$ cat config.mk
export PLATFORM = sky130hd
export DESIGN_NAME = spi_count_slave_flat
export DESIGN_NICKNAME = d
export VERILOG_FILES = /design/src/rtl/spi_count_pkg.sv /design/src/rtl/spi_count_slave_if.sv /design/src/rtl/spi_sync_edge.sv /design/src/rtl/spi_count_slave.sv /design/src/flat_wrapper.sv
export SDC_FILE = /design/constraint.sdc
export NUM_CORES = 1
export LEC_CHECK = 0
export ABC_AREA = 0
export BUFFER_PORTS_ARGS = -buffer_cell sky130_fd_sc_hd__buf_4
export CORE_MARGIN = 2
export CORE_UTILIZATION = 45
export CTS_CLUSTER_DIAMETER = 150
export DETAILED_ROUTE_END_ITERATION = 6
export GPL_TIMING_DRIVEN = 0
export SYNTH_ARGS = -nofsm -noshare
export SYNTH_HDL_FRONTEND = slang
export SYNTH_SLANG_ARGS = --single-unit
$ cat constraint.sdc
create_clock -name clk -period 2.6 [get_ports clk]
set_clock_uncertainty 0.05 [all_clocks]
set_input_delay 0.26 -clock clk [delete_from_list [all_inputs] [get_ports clk]]
set_output_delay 0.26 -clock clk [all_outputs]
set_load 0.01 [all_outputs]
$ cat src/rtl/spi_count_pkg.sv
// spi_count_pkg: opcodes, FSM encoding and BCD helper for spi_count_slave
package spi_count_pkg;
    localparam logic [7:0] OP_LOAD   = 8'h01;
    localparam logic [7:0] OP_CLEAR  = 8'h02;
    localparam logic [7:0] OP_CLRERR = 8'h03;
    typedef enum logic [1:0] {IDLE, SHIFT, CHECK} state_t;
    function automatic logic [7:0] to_bcd(input logic [5:0] v);
        to_bcd = {4'(v / 6'd10), 4'(v % 6'd10)};
    endfunction
endpackage

$ cat src/rtl/spi_count_slave_if.sv
// spi_count_slave_if: SPI bus between master and spi_count_slave
interface spi_count_slave_if;
    logic ss, sclk, mosi, miso;
    modport master (output ss, sclk, mosi, input miso);
    modport slave (input ss, sclk, mosi, output miso);
endinterface

$ cat src/rtl/spi_sync_edge.sv
// spi_sync_edge: multi-flop synchronizer with rise/fall pulses in the clk domain
module spi_sync_edge #(
    parameter int   STAGES = 2,
    parameter logic INIT   = 1'b0
) (
    input  logic clk,
    input  logic rst,
    input  logic d,
    output logic q,
    output logic rise,
    output logic fall
);
    logic [STAGES-1:0] sync_q, sync_d;
    logic prev_q, prev_d;
    always_comb begin
        sync_d = STAGES'({sync_q, d});
        prev_d = q;
    end
    always_ff @(posedge clk or negedge rst)
        if (!rst) begin
            sync_q <= {STAGES{INIT}};
            prev_q <= INIT;
        end else begin
            sync_q <= sync_d;
            prev_q <= prev_d;
        end
    assign q    = sync_q[STAGES-1];
    assign rise = q & ~prev_q;
    assign fall = ~q & prev_q;
endmodule

$ cat src/rtl/spi_count_slave.sv
// spi_count_slave: SPI mode-0 slave holding a 6-bit count value with BCD outputs
// and a sticky frame error flag, all sampled in the clk domain.
module spi_count_slave import spi_count_pkg::*; #(
    parameter int FRAME_BITS  = 16,
    parameter int SYNC_STAGES = 2
) (
    input  logic                     clk,
    input  logic                     rst,
    spi_count_slave_if.slave         spi,
    output logic [5:0]               value,
    output logic [3:0]               tens,
    output logic [3:0]               ones,
    output logic                     frame_valid,
    output logic                     frame_err
);
    state_t state_q, state_d;
    logic [4:0] bits_q, bits_d;
    logic [FRAME_BITS-1:0] shreg_q, shreg_d, tx_q, tx_d;
    logic [SYNC_STAGES-1:0] mosi_q, mosi_d;
    logic [5:0] value_q, value_d;
    logic err_q, err_d, valid_q, valid_d;
    logic ss_lvl, ss_rise, ss_fall_unused, sclk_lvl_unused, sclk_rise, sclk_fall;
    logic [7:0] op;
    logic good;
    logic [1:0] data_hi_unused;
    logic [FRAME_BITS+15:0] tx_ext;

    spi_sync_edge #(.STAGES(SYNC_STAGES), .INIT(1'b1)) u_ss (
        .clk(clk), .rst(rst), .d(spi.ss), .q(ss_lvl), .rise(ss_rise), .fall(ss_fall_unused));
    spi_sync_edge #(.STAGES(SYNC_STAGES), .INIT(1'b0)) u_sclk (
        .clk(clk), .rst(rst), .d(spi.sclk), .q(sclk_lvl_unused), .rise(sclk_rise), .fall(sclk_fall));

    assign op             = shreg_q[FRAME_BITS-1 -: 8];
    assign data_hi_unused = shreg_q[FRAME_BITS-9 -: 2];
    assign good   = bits_q == 5'(FRAME_BITS) && (op == OP_LOAD || op == OP_CLEAR || op == OP_CLRERR);
    assign tx_ext = {2'b00, value_q, 7'b0, err_q, FRAME_BITS'(0)};

    // The frame is judged on the ss rise so frame_valid and value land together in CHECK
    always_comb begin
        state_d = state_q;
        bits_d  = bits_q;
        shreg_d = shreg_q;
        tx_d    = tx_q;
        mosi_d  = SYNC_STAGES'({mosi_q, spi.mosi});
        value_d = value_q;
        err_d   = err_q;
        valid_d = 1'b0;
        unique case (state_q)
            IDLE: if (!ss_lvl) begin
                state_d = SHIFT;
                bits_d  = '0;
                shreg_d = '0;
                tx_d    = tx_ext[FRAME_BITS+15 -: FRAME_BITS];
            end
            SHIFT: if (ss_rise) begin
                state_d = CHECK;
                valid_d = good;
                err_d   = good ? (op == OP_CLRERR ? 1'b0 : err_q) : 1'b1;
                value_d = !good ? value_q : op == OP_LOAD ? shreg_q[FRAME_BITS-11 -: 6]
                        : op == OP_CLEAR ? 6'd0 : value_q;
            end else begin
                if (sclk_rise) begin
                    shreg_d = {shreg_q[FRAME_BITS-2:0], mosi_q[SYNC_STAGES-1]};
                    bits_d  = bits_q == 5'd31 ? bits_q : bits_q + 5'd1;
                end
                if (sclk_fall) tx_d = tx_q << 1;
            end
            default: state_d = IDLE;
        endcase
    end

    always_ff @(posedge clk or negedge rst)
        if (!rst) begin
            state_q <= IDLE;
            bits_q  <= '0;
            shreg_q <= '0;
            tx_q    <= '0;
            mosi_q  <= '0;
            value_q <= '0;
            err_q   <= 1'b0;
            valid_q <= 1'b0;
        end else begin
            state_q <= state_d;
            bits_q  <= bits_d;
            shreg_q <= shreg_d;
            tx_q    <= tx_d;
            mosi_q  <= mosi_d;
            value_q <= value_d;
            err_q   <= err_d;
            valid_q <= valid_d;
        end

    assign value         = value_q;
    assign {tens, ones}  = to_bcd(value_q);
    assign frame_valid   = valid_q;
    assign frame_err     = err_q;
    assign spi.miso      = state_q == SHIFT && tx_q[FRAME_BITS-1];
endmodule

$ cat src/flat_wrapper.sv
// flat-port wrapper written by rule: the top's interface ports become plain ports
module spi_count_slave_flat import spi_count_pkg::*;
#(
    parameter int FRAME_BITS  = 16,
    parameter int SYNC_STAGES = 2
)
  (clk, rst, value, tens, ones, frame_valid, frame_err, spi_ss, spi_sclk, spi_mosi, spi_miso);
  spi_count_slave_if spi_i ();
  input  logic clk;
  input  logic rst;
  output logic [5:0] value;
  output logic [3:0] tens;
  output logic [3:0] ones;
  output logic frame_valid;
  output logic frame_err;
  input wire logic [$bits(spi_i.ss)-1:0] spi_ss;
  input wire logic [$bits(spi_i.sclk)-1:0] spi_sclk;
  input wire logic [$bits(spi_i.mosi)-1:0] spi_mosi;
  output wire logic [$bits(spi_i.miso)-1:0] spi_miso;
  assign spi_i.ss = spi_ss;
  assign spi_i.sclk = spi_sclk;
  assign spi_i.mosi = spi_mosi;
  assign spi_miso = spi_i.miso;
  spi_count_slave #(.FRAME_BITS(FRAME_BITS), .SYNC_STAGES(SYNC_STAGES)) u_core (.clk(clk), .rst(rst), .spi(spi_i), .value(value), .tens(tens), .ones(ones), .frame_valid(frame_valid), .frame_err(frame_err));
endmodule
Word level (Yosys, flattened, before mapping)
Cells that the tools add are included.

word-level totals
  bits in registers = 55
  input port bits = 5
  output and inout bits = 17
  logic and storage cells = 69

cells by class
  add/subtract/negate cells = 1
  divide/modulo/power cells = 2
  equal/unequal tests = 13
  mux-type cells = 22
  bitwise logic cells = 6
  reductions and logical operators = 13

operators by type and width
  kind                                                                      count
  16-bit 2-to-1 mux                                                         6
  16-bit one-hot mux with 2 select lines                                    2
  5-bit 2-to-1 mux                                                          4
  8-bit by 2-bit == test with 1-bit output (second input constant)          2
  6-bit 2-to-1 mux                                                          2
  4-bit AND reduction                                                       3
  5-bit == test (second input constant)                                     2
  5-bit one-hot mux with 2 select lines                                     1
  8-bit by 1-bit == test with 1-bit output (second input constant)          1
  2-bit inequality test (second input constant)                             4
  6-bit by 4-bit divider with 6-bit output (second input constant)          1
  6-bit by 4-bit remainder unit with 6-bit output (second input constant)   1
  2-bit by 1-bit inequality test with 1-bit output (second input constant)  3
  5-bit by 1-bit adder with 5-bit output (second input constant)            1
  5-bit AND reduction                                                       1
  1-bit 2-to-1 mux                                                          4
  2-bit 2-to-1 mux                                                          2
  2-bit one-hot mux with 2 select lines                                     1
  2-bit nonzero test                                                        2
  1-bit bitwise AND                                                         3
  1-bit NOT                                                                 3
  3-bit AND reduction                                                       1
  2-bit by 1-bit == test with 1-bit output (second input constant)          1
  1-bit logical AND                                                         2
  other kinds (3)                                                           4

Depth between registers and ports, before layout
  depth after elaboration = 6
  gate-level depth with buffers = 8
  mapped depth without buffers = 7

Cells and area by module
From an unflattened synthesis, not the netlist that was laid out.

second synthesis, totals
  cell total of the unflattened synthesis = 282
  area, all modules = 2605.0 µm²

by module, submodules not included
  module                         instances  cells an instance  area each (µm²)  seq. area each (µm²)
  spi_count_slave                1          272                2421.1           1226.2
  spi_sync_edge (u_core.u_ss)    1          5                  93.8             78.8
  spi_sync_edge (u_core.u_sclk)  1          5                  90.1             75.1

Worst setup path after synthesis
No wires, ideal clock.

  path kind = register -> output
  start point = register u_core.value_q[3] (netlist: u_core.value[3])
  end point = output port ones[3]
  arrival time = 1.886 ns
  data required time = 2.290 ns
  path slack = 0.404 ns
  cell stages (with the launch flop) = 9
  buffers on the path = 1
  cells stage by stage = dfrtp_1 > clkbuf_1 > nor3b_1 > a211o_1 > o21ai_0 > ha_1 > o31ai_1 > a21oi_1 > o211ai_1

between the ends
  longest elaborated chain between the ends = 1

RTL lines
  element                                          RTL line               RTL
  from (decl)                                      spi_count_slave.sv:20  logic [5:0] value_q, value_d;
  from (signal assigned)                           spi_count_slave.sv:88  value_q <= value_d;
  6-bit by 4-bit remainder unit with 6-bit output  spi_count_pkg.sv:8     to_bcd = {4'(v / 6'd10), 4'(v % 6'd10)};
  to (decl)                                        flat_wrapper.sv:13     output logic [3:0] ones;

Every way passes these cells.

Final worst setup path
  start point = register u_core.value_q[4] (netlist: u_core.value[4])
  end point = output port ones[3]

The elaborated chain is that of the path after synthesis.

==> impl_metrics.py <==
metrics = {
    "detailed_routing": {
        "drt_drc_violations_left": 0,
        "vias": 1947,
        "wl_per_cell_um": 14.3,
        "ant_nets": 0,
        "dr.pass1.iters": 4,
        "drtIter0Drc": 101,
        "totalWireLength_um": 5200,
        "via_per_inst": 5.36,
    },
    "hold_path": {
        "worstHoldPathType": "reg -> reg",
    },
    "floorplan": {
        "coreArea_sq_mm": 0.00557,
        "initial_core_util": 0.474,
        "fp.dieW_um": 80.6,
        "io-pin-count": 22,
        "dieArea_sq_mm": 0.00650,
        "die_h_um": 80.6,
        "row_count": 27,
    },
    "setup_path": {
        "worstPathArrival_ns": 2.19,
        "crit_path_max_fanout": 10,
        "crit_required_ns": 2.29,
        "endpoint_kind": "output port",
        "critical_path_class": "reg -> out",
        "cp-start-kind": "flip-flop",
    },
    "place": {
        "place_hpwl_um": 3520,
        "place_congestion": 0.757,
        "post-place-ws_ns": 0.150,
        "dp.cells": 347,
        "port_buffers": 20,
    },
    "synth": {
        "yosysWarnings": 0,
        "synth.avg_cell_area_sq_um": 10.4,
        "synth_enable_flop_cells": 0,
        "syn-cell-area_sq_mm": 0.00264,
        "synthFlopType": "dfrtp_1",
        "ys_async_sr_fraction": 1.00,
        "synth_cell_types": 49,
        "yosysSeqAreaShare": 0.523,
        "syn_nets": 264,
        "ys_ff_latch": 55,
        "synth_cells": 255,
    },
    "cts": {
        "path_clk_slew_ns": 0.12,
        "htreeDepth": 2,
        "cts_buffers": 5,
        "cts_tree": "yes",
        "cts.sinks": 55,
        "clkLatencyLatePin_ns": 0.32,
        "root_buffer": "clkbuf_8",
        "cts_buffer_depth": 2,
    },
    "layout": {
        "fin_util": 0.558,
        "final_nets": 299,
        "nFillCells": 509,
        "seqCellArea_sq_mm": 0.00138,
        "syn_to_final_growth_pct": 17.8,
        "multiInputGateArea_sq_mm": 0.00117,
        "antenna_cells": 0,
        "fin_cells": 363,
        "drive_gt1_frac": 0.230,
    },
    "timing": {
        "slew_violations": 0,
        "max_freq_mhz": 400,
        "finalCriticalPeriod_ns": 2.50,
        "final-setup-viol-count": 0,
        "maxSlewHeadroom": 0.466,
        "worstMarginPinSlew_ns": 0.796,
        "fin_ws_ns": 0.0980,
        "min_period_over_period": 0.962,
        "hold_viol_final": 0,
    },
    "pwr": {
        "p_clk_frac": 0.298,
        "p_seq_frac": 0.572,
        "powerDensity_mw_per_mm2": 542,
        "p_leak_nw": 1.41,
        "ir_drop_mv": 0.334,
        "p_int_w": 0.00121,
        "combPwrFrac": 0.130,
        "p_switching_w": 0.000475,
        "swShare": 0.282,
    },
    "global_route": {
        "first_global_vias": 1858,
        "grt_pass1_wl_um": 8820,
        "antenna_found_initial": 0,
        "grt_start_max_net_pins": 56,
        "grt-ovfl-total": 0,
        "track_usage": 0.176,
    },
    "job": {
        "maxCapViolations": 0,
    },
    "outcome": {
        "outcome": "completed",
    },
}
## power groups by stage
| stage | logic [W] | registers (W) | clock network (W) |
|---|---|---|---|
| floorplan | 0.000156 | 0.000968 | 0 |
| global placement | 0.000212 | 0.000980 | 0 |
| detailed placement | 0.000217 | 0.000981 | 0 |
| CTS | 0.000223 | 0.000965 | 0.000525 |
| global route | 0.000253 | 0.000973 | 0.000559 |
| finish | 0.000220 | 0.000964 | 0.000502 |
## sequential cells by signal, indices dropped and copies added (netlist names)
register and flops:
u_core.bits_q 5, u_core.frame_err 1, u_core.frame_valid 1, u_core.mosi_q 2, u_core.shreg_q 16, u_core.state_q 2, u_core.tx_q 16, u_core.u_sclk.prev_q 1
u_core.u_sclk.sync_q 2, u_core.u_ss.prev_q 1, u_core.u_ss.sync_q 2, u_core.value 6
## per-stage QoR
stage	setup TNS [ns]	total power [W]	hold WS [ns]	instance area (sq um)
finish	0	0.00169	0.312	3110
global route	-0.0265	0.00178	0.319	3110
CTS	0	0.00171	0.315	3040
floorplan	0	0.00112	-0.0856	2640
global placement	0	0.00119	0.283	2880
detailed placement	0	0.00120	0.287	2880
## Yosys cell counts, types with 5 or more instances
| cell type | number | share of area |
|---|---|---|
| dfrtp_1 | 52 | 0.49 |
| nor2_1 | 34 | 0.048 |
| mux2i_1 | 19 | 0.072 |
| o21ai_0 | 16 | 0.030 |
| inv_1 | 14 | 0.020 |
| a21oi_1 | 13 | 0.025 |
| nand2_1 | 12 | 0.017 |
| nand3_1 | 9 | 0.017 |
| nor2b_1 | 9 | 0.021 |
| o31ai_1 | 9 | 0.026 |
| buf_2 | 7 | 0.013 |
| a31o_2 | 5 | 0.017 |
| clkbuf_1 | 5 | 0.0071 |
## cells by family (layout without fill, tap and decap cells)
| logic type | count (synthesis) | after routing | share of synthesized area |
|---|---|---|---|
| muxes | 20 | 20 | 0.0763 |
| other | 1 | 1 | 0.00142 |
| and+or+nand+nor | 83 | 83 | 0.159 |
| DFF | 55 | 55 | 0.523 |
| buffers and inverters | 29 | 65 | 0.0488 |
| xor gates and xnor gates | 2 | 2 | 0.00663 |
| adders and majority gates | 4 | 4 | 0.0189 |
| AOI/OAI and AO/OA | 61 | 61 | 0.166 |
## worst paths after layout
check / slack, ns / to / from / depth (start not counted)
hold reg to reg: 0.31 / u_core.mosi_q[1] / u_core.mosi_q[0] / 0
min in group asynchronous: 0.46 / u_core.u_sclk.sync_q[1] / rst / 2
max in group asynchronous: 1.54 / u_core.value[3] / rst / 2
setup reg to reg: 0.49 / u_core.bits_q[2] / u_core.bits_q[0] / 6
hold / removal: 0.31 / u_core.mosi_q[1] / u_core.mosi_q[0] / 0
setup / recovery: 0.1 / ones[3] / u_core.value[4] / 9
## layout make-up
cell class | count | area share
Clock inverter | 3 | 0.0109
Timing Repair Buffer | 30 | 0.0756
Inverter | 14 | 0.0169
Sequential cell | 55 | 0.444
Multi-Input combinational cell | 171 | 0.375
Tap cell | 72 | 0.0290
Clock buffer | 5 | 0.0221
Buffer | 13 | 0.0261
## critical path, stage by stage, from the launching register on
cell and delay, ns:
dfrtp_1 0.41, buf_6 0.16, nor3b_4 0.23, a211o_1 0.12, o21ai_1 0.09, ha_2 0.24, o31ai_2 0.21, a21oi_1 0.10
o211ai_1 0.19, buf_4 0.15
## cell usage in the layout, fill, tap and decap left out, types with 4 or more instances in the layout
cell type and instances:
a21oi_1 13, a31o_2 5, buf_2 5, buf_4 29, clkbuf_8 5, dfrtp_1 51, dlygate4sd3_1 4, inv_1 14
mux2i_1 19, nand2_1 12, nand3_1 9, nor2_1 34, nor2b_1 7, o21ai_0 15, o31ai_1 8
## metal layers
metal | up-vias | global-route usage | routed length (um)
met5 | - | 0 | 0
met2 | 31 | 0.273 | 2310
met3 | 9 | 0.0393 | 193
met4 | 0 | 0.0508 | 69
li1 | 968 | - | -
met1 | 939 | 0.248 | 2630
## what timing repair did
action | 4_1_cts | 5_1_grt
hold buffers | 4 | 0
buffers inserted | 0 | 6
gates resized for setup | 4 | 12
endpoints found under the setup margin | 1 | 1
pin swaps | 0 | 3
hold endpoints to repair | 55 | 0
(Power assumes the default switching activity.)
